[config.mk]
export PLATFORM = sky130hd
export DESIGN_NAME = periph_bus_ctrl
export DESIGN_NICKNAME = d
export VERILOG_FILES = /design/src/rtl/periph_bus_ctrl_pkg.sv /design/src/rtl/bus_timeout_cnt.sv /design/src/rtl/periph_bus_ctrl.sv
export SDC_FILE = /design/constraint.sdc
export NUM_CORES = 1
export LEC_CHECK = 0
export ABC_AREA = 1
export BUFFER_PORTS_ARGS = -buffer_cell sky130_fd_sc_hd__buf_2
export CORE_AREA = 2 2 135 137
export DETAILED_ROUTE_END_ITERATION = 12
export DIE_AREA = 0 0 137 139
export RECOVER_POWER = 50
export REMOVE_ABC_BUFFERS = 1
export SETUP_SLACK_MARGIN = 0.1
export SYNTH_ARGS = -nofsm -noshare
export SYNTH_HDL_FRONTEND = slang
export SYNTH_SLANG_ARGS = --single-unit
[constraint.sdc]
create_clock -name clk -period 3.04 [get_ports clk]
set_input_delay 0.608 -clock clk [delete_from_list [all_inputs] [get_ports clk]]
set_output_delay 0.608 -clock clk [all_outputs]
set_load 0.01 [all_outputs]
[src/rtl/periph_bus_ctrl_pkg.sv]
// periph_bus_ctrl_pkg: FSM state encoding and slave indices shared by the peripheral bus controller.
package periph_bus_ctrl_pkg;
  typedef enum logic [1:0] {
    ST_IDLE   = 2'd0,
    ST_ACCESS = 2'd1,
    ST_RESP   = 2'd2
  } state_e;
  localparam int SLV_DMEM   = 0;
  localparam int SLV_UART0  = 1;
  localparam int SLV_GPIO0  = 2;
  localparam int NUM_SLAVES = 3;
endpackage

[src/rtl/bus_timeout_cnt.sv]
// bus_timeout_cnt: counts ACCESS cycles and flags the cycle whose edge reaches TIMEOUT_CYCLES.
module bus_timeout_cnt #(
  parameter int TIMEOUT_CYCLES = 16
) (
  input  logic clk,
  input  logic rst_n,
  input  logic clr,
  input  logic en,
  output logic expired
);
  localparam int CW = $clog2(TIMEOUT_CYCLES + 1);
  logic [CW-1:0] cnt_q, cnt_d;
  always_comb cnt_d = clr ? '0 : en ? cnt_q + 1'b1 : cnt_q;
  // the increment on this edge would land on the limit
  assign expired = en && (cnt_q == CW'(TIMEOUT_CYCLES - 1));
  always_ff @(posedge clk or negedge rst_n)
    if (!rst_n) cnt_q <= '0;
    else cnt_q <= cnt_d;
endmodule

[src/rtl/periph_bus_ctrl.sv]
// periph_bus_ctrl: single-outstanding bridge from addr_decoder hits to a one-hot slave bus.
// Ack timeout is built only when PERIPH_BUS_TIMEOUT_EN is defined.
module periph_bus_ctrl
  import periph_bus_ctrl_pkg::*;
#(
  parameter int XLEN           = 32,
  parameter int TIMEOUT_CYCLES = 16
) (
  input  logic                       clk,
  input  logic                       rst_n,
  input  logic                       req_valid,
  output logic                       req_ready,
  input  logic                       req_we,
  input  logic [XLEN-1:0]            req_wdata,
  input  logic [3:0]                 req_be,
  output logic                       rsp_valid,
  output logic [XLEN-1:0]            rsp_rdata,
  output logic                       rsp_err,
  input  logic                       data_mem_en,
  input  logic [XLEN-1:0]            data_mem_addr,
  input  logic                       uart0_addr_en,
  input  logic [XLEN-1:0]            uart0_addr,
  input  logic                       gpio0_addr_en,
  input  logic [XLEN-1:0]            gpio0_addr,
  output logic [NUM_SLAVES-1:0]      slv_sel,
  output logic [XLEN-1:0]            slv_addr,
  output logic                       slv_we,
  output logic [XLEN-1:0]            slv_wdata,
  output logic [3:0]                 slv_be,
  input  logic [NUM_SLAVES-1:0]      slv_ack,
  input  logic [NUM_SLAVES*XLEN-1:0] slv_rdata
);
  state_e                state_q, state_d;
  logic [NUM_SLAVES-1:0] sel_q, sel_d;
  logic [XLEN-1:0]       addr_q, addr_d, wdata_q, wdata_d, rdata_q, rdata_d, sel_rdata;
  logic [3:0]            be_q, be_d;
  logic                  we_q, we_d, err_q, err_d, hit, ack_hit, expired;
  assign hit       = data_mem_en | uart0_addr_en | gpio0_addr_en;
  assign ack_hit   = |(slv_ack & sel_q);
  assign sel_rdata = sel_q[SLV_DMEM]  ? slv_rdata[SLV_DMEM*XLEN +: XLEN] :
                     sel_q[SLV_UART0] ? slv_rdata[SLV_UART0*XLEN +: XLEN] :
                                        slv_rdata[SLV_GPIO0*XLEN +: XLEN];
`ifdef PERIPH_BUS_TIMEOUT_EN
  bus_timeout_cnt #(.TIMEOUT_CYCLES(TIMEOUT_CYCLES)) u_timeout (
    .clk    (clk),
    .rst_n  (rst_n),
    .clr    (state_q == ST_RESP),
    .en     (state_q == ST_ACCESS),
    .expired(expired)
  );
`else
  assign expired = 1'b0 && (TIMEOUT_CYCLES == 0);
`endif
  always_comb begin
    state_d = state_q;
    sel_d   = sel_q;
    addr_d  = addr_q;
    we_d    = we_q;
    wdata_d = wdata_q;
    be_d    = be_q;
    rdata_d = rdata_q;
    err_d   = err_q;
    case (state_q)
      ST_IDLE: if (req_valid) begin
        we_d    = req_we;
        wdata_d = req_wdata;
        be_d    = req_be;
        sel_d   = data_mem_en ? 3'b001 : uart0_addr_en ? 3'b010 : gpio0_addr_en ? 3'b100 : 3'b000;
        addr_d  = data_mem_en ? data_mem_addr : uart0_addr_en ? uart0_addr :
                  gpio0_addr_en ? gpio0_addr : addr_q;
        err_d   = hit ? err_q : 1'b1;
        rdata_d = hit ? rdata_q : '0;
        state_d = hit ? ST_ACCESS : ST_RESP;
      end
      ST_ACCESS: if (ack_hit || expired) begin
        // an ack on the expiring edge still yields a normal response
        err_d   = !ack_hit;
        rdata_d = (ack_hit && !we_q) ? sel_rdata : '0;
        sel_d   = '0;
        we_d    = 1'b0;
        state_d = ST_RESP;
      end
      ST_RESP: begin
        sel_d   = '0;
        we_d    = 1'b0;
        state_d = ST_IDLE;
      end
      default: state_d = ST_IDLE;
    endcase
  end
  always_ff @(posedge clk or negedge rst_n)
    if (!rst_n) begin
      state_q <= ST_IDLE;
      sel_q   <= '0;
      addr_q  <= '0;
      we_q    <= 1'b0;
      wdata_q <= '0;
      be_q    <= '0;
      rdata_q <= '0;
      err_q   <= 1'b0;
    end else begin
      state_q <= state_d;
      sel_q   <= sel_d;
      addr_q  <= addr_d;
      we_q    <= we_d;
      wdata_q <= wdata_d;
      be_q    <= be_d;
      rdata_q <= rdata_d;
      err_q   <= err_d;
    end
  assign req_ready = state_q == ST_IDLE;
  assign rsp_valid = state_q == ST_RESP;
  assign rsp_rdata = rdata_q;
  assign rsp_err   = err_q;
  assign slv_sel   = sel_q;
  assign slv_addr  = addr_q;
  assign slv_we    = we_q;
  assign slv_wdata = wdata_q;
  assign slv_be    = be_q;
endmodule

Word-level counts from Yosys, hierarchy flattened
Index checks and enable logic that the tools add are counted.
- bits in registers: 107
- output and inout port bits: 107
- equality and inequality tests: 5
- muxes and demuxes: 27
- bitwise gates (word level): 3
- reductions and logical operators: 13
- operators by type and width (cell ; number):
    two-way mux 32 bit ; 9
    one-hot mux 32 bit (2 select lines) ; 1
    two-way mux 3 bit ; 5
    one-hot mux 3 bit (3 select lines) ; 1
    two-way mux 2 bit ; 3
    inequality test 2 bit (second input constant) ; 3
    AND reduction 3 bit ; 2
    nonzero test 3 bit ; 2
    two-way mux 1 bit ; 5
    one-hot mux 2 bit (2 select lines) ; 1
    AND reduction 2 bit ; 2
    AND reduction 4 bit ; 1
    bitwise AND 3 bit ; 1
    one-hot mux 1 bit (3 select lines) ; 1
    OR reduction 3 bit ; 1
    == test 2 x 1 -> 1 bit (second input constant) ; 1
    == test 2 bit (second input constant) ; 1
    zero test 1 bit ; 2
    zero test 2 bit ; 1
    bitwise OR 1 bit ; 2
    one-hot mux 1 bit (2 select lines) ; 1
    nonzero test 2 bit ; 1
    logical AND 1 bit ; 1

Logic depth before layout (Yosys ltp)
- depth in word-level cells: 6
- gate-level depth with buffers: 9

Worst setup path before layout
Ideal clock, no wire load.
- kind: in2reg
- from: input data_mem_en
- to: register rdata_q[1] (netlist: rsp_rdata[1])
- setup time: 0.121 ns
- arrival: 1.482 ns
- data required time: 2.919 ns
- path slack: 1.437 ns
- cell stages on the path: 8
- cells stage by stage: buf_4 -> nor2_8 -> nand2_2 -> nand2_4 -> nand2_4 -> buf_2 -> o21bai_1 -> nand2_1
- word-level cells in the longest chain between the ends: 4
- RTL lines (element ; RTL line ; source):
    start, declared ; periph_bus_ctrl.sv:19 ; input logic data_mem_en,
    bitwise OR 1 bit (2 in a row) ; periph_bus_ctrl.sv:38 ; assign hit = data_mem_en | uart0_addr_en | gpio0_addr_en;
    inequality test 2 bit (no line) ; - ;
    AND reduction 4 bit (no line) ; - ;
    end signal, assigned ; periph_bus_ctrl.sv:108 ; rdata_q <= rdata_d;
    end, declared ; periph_bus_ctrl.sv:35 ; logic [XLEN-1:0] addr_q, addr_d, wdata_q, wdata_d, rdata_q, rdata_d, sel_rdata;
Every way passes these cells.
A chain may end at the register's enable or synchronous reset.

Worst setup path after layout
- from: register sel_q[1] (netlist: slv_sel[1])
- to: output slv_sel[1]
- RTL lines (element ; RTL line ; source):
    start, declared ; periph_bus_ctrl.sv:34 ; logic [NUM_SLAVES-1:0] sel_q, sel_d;
    start signal, assigned ; periph_bus_ctrl.sv:103 ; sel_q <= sel_d;
    end, declared ; periph_bus_ctrl.sv:25 ; output logic [NUM_SLAVES-1:0] slv_sel,
No word-level cell between the ends.

==> qor.yml <==
status: "finished clean"
critPathMaxFanout: 22
end_kind: "primary output"
ff2ff_setup_slack_ns: 0.86
seq_area_frac_synth_pct: 45.9
cts.repair.resized: 0
r2r_start: "slv_sel[1]"
yosysUniqueCellTypes: 22
rows: 49
die_w_um: 137
cp.required_ns: 2.43
p_int_w: 0.00391
vias: 5970
track_usage_pct: 18.8
grt_pass1_vias: 5624
period_needed_ns: 2.18
netlist_instances: 758
gp_congestion: 0.769
finalPower_w: 0.00683
switching_share_pct: 42.7
die_area_mm2: 0.0190
min_delay_path_depth: 2
r2r_cells: 7
p_clk_share_pct: 17.4
hp-class: "in -> reg"
io_buffers: 344
initial_utilization_pct: 33.0
wirelength_mm: 18.2
critical_path_class: "reg -> out"
clock_sinks: 107
synth_area_mm2: 0.00583
wl_per_cell_um: 13.9
leakagePower_nw: 4.33
core_area_mm2: 0.0177
place_ws_ns: 0.698
setup_slack_ns: 0.857
yosysWarnings: 0
via_per_inst: 4.56
instances_no_fill: 1310
vdd_drop_max_mv: 0.484
synth-seq-cells: 107
post_cts_buffers: 0
fin_tns_setup_ns: 0
fin_skew_ns: 0.00844
holdBufCountCts: 0
dp_hpwl_mm: 13.9
clk_pin_slew_worst_paths_ns: 0.07
area_delta_synth_final_pct: 35.9
setup_viol: 0
cts_made_buffers: 9
dpl.cell_count: 1292
insertion_delay_ns: 0.35
multi_input_area_mm2: 0.00276
drv_cap: 0
first_pass_iters: 4
nFillCells: 1843
drt_iter0_drc: 303
ioPinCount: 345
clockBufferDepth: 2
critPathArrivalTime_ns: 1.57
relSlewSlack_pct: 15.4
avgSynthCellArea_um2: 7.69
grt_max_degree: 65
post-route-period-util_pct: 71.8
critPathLaunchType: "flip-flop"
cts_tree: "yes"
nets: 1315
worst_pin_slew_ns: 1.27
cts-root-buf: "clkbuf_16"
seqCellArea_mm2: 0.00268
antenna_found_initial: 3
hold_end: "slv_wdata[24]"
drc: 0
hold_viol_final: 0
maxSlewViolCount: 0
rsz0062_at_grt: "no"
grt_first_pass_wirelength_mm: 28.3
drive_gt1_share_pct: 33.5
die_y_um: 139
holdCritStartpoint: "req_wdata[24]"
grt_overflow: 0
htreeDepth: 3
max_freq_mhz: 458
antenna_left: 0
rr_endpoint: "rsp_rdata[4]"
power_frac_comb_pct: 47.9
p_sw_w: 0.00292
powerDensity_mw_per_mm2: 861
seqPwrFrac_pct: 34.7
layout by cell type (no fill, tap or decap):
| master | n |
|---|---|
| buf_2 | 290 |
| nor2_8 | 2 |
| inv_1 | 44 |
| bufinv_16 | 1 |
| a21oi_1 | 1 |
| clkbuf_1 | 53 |
| dfrtp_1 | 107 |
| nor2_1 | 32 |
| diode_2 | 2 |
| clkinvlp_4 | 3 |
| buf_12 | 1 |
| nand3_1 | 69 |
| nand2_2 | 3 |
| nand2_1 | 306 |
| inv_2 | 1 |
| o21ai_0 | 69 |
| o21bai_1 | 33 |
| nor2_2 | 1 |
| or2_2 | 1 |
| clkbuf_16 | 9 |
| mux2_2 | 36 |
| buf_4 | 7 |
| clkbuf_2 | 1 |
| clkinv_4 | 3 |
| ha_1 | 3 |
| nand4_1 | 1 |
| nand2_4 | 2 |
critical path: stages (launching register included):
cell	delay (ns)
dfrtp_1	0.70
buf_4	0.35
buf_2	0.17
synthesized netlist by cell type (all sizes together):
| library cell | instances | area [µm²] |
|---|---|---|
| nand2 | 311 | 1190 |
| dfrtp | 107 | 2680 |
| nand3 | 69 | 345 |
| o21ai | 69 | 345 |
| inv | 45 | 169 |
| mux2 | 36 | 405 |
| nor2 | 35 | 166 |
| o21bai | 33 | 248 |
| buf | 28 | 159 |
| clkbuf | 19 | 71.3 |
| ha | 3 | 37.5 |
| a21oi | 1 | 5.00 |
| nand4 | 1 | 6.26 |
| or2 | 1 | 6.26 |
kinds of logic (layout without fill, tap and decap cells):
family	Yosys count	after routing	share of synthesized area [%]
fa+ha+maj	3	3	0.644
other cells	0	2	0
compound gates	103	103	10.3
flops	107	107	45.9
mux	36	36	6.95
simple gates	417	417	29.4
buf+inv	92	413	6.84
power by group through the flow:
stage,Sequential (W),Clock (W),Combinational [W]
global route,0.00246,0.00128,0.00368
floorplan,0.00270,0,0.00164
CTS,0.00237,0.00123,0.00343
finish,0.00237,0.00119,0.00327
detailed placement,0.00239,0,0.00342
global placement,0.00237,0,0.00341
metrics by stage:
step	hold slack (ns)	cell area [µm²]	util [%]
after floorplan	0.312	5600	-
after global placement	0.483	7680	43.5
after detailed placement	0.487	7680	43.5
after CTS	0.291	7990	45.2
after global routing	0.472	7930	44.9
final	0.484	7930	44.9
worst max-delay path by stage:
stage	startpoint	endpoint	slack (ns)	cells past startpoint
global route	slv_sel[1]	rsp_rdata[12]	0.60	7
finish	slv_sel[1]	slv_sel[1]	0.86	2
floorplan	slv_sel[1]	rsp_rdata[0]	0.91	6
global placement	uart0_addr_en	rsp_rdata[23]	0.72	8
detailed placement	data_mem_en	rsp_rdata[4]	0.70	8
CTS	slv_sel[1]	slv_sel[1]	0.82	2
routing by layer:
layer  vias to the layer above  routed length [µm]  GRT usage [%]
met2                       254                8560           31.2
li1                       3052                   -              -
met1                      2612                7410           22.0
met3                        50                1520           5.08
met5                         -                  16              0
met4                         2                 692           9.71
layout make-up:
cell class / count / share of cell area, %
inverter: 45 / 2.13
timing repair buffer: 352 / 21.8
clock inverter: 7 / 0.995
multi-input combinational: 559 / 34.8
sequential: 107 / 33.8
tap: 229 / 3.62
antenna: 2 / 0.0632
clock buffer: 9 / 2.84
flip-flops by register name, indices dropped and copies added (netlist names):
register / cells
slv_sel: 3
rsp_rdata: 32
slv_be: 4
slv_wdata: 32
slv_we: 1
rsp_err: 1
slv_addr: 32
state_q: 2
Note: power is estimated with default switching activity, not from simulation.
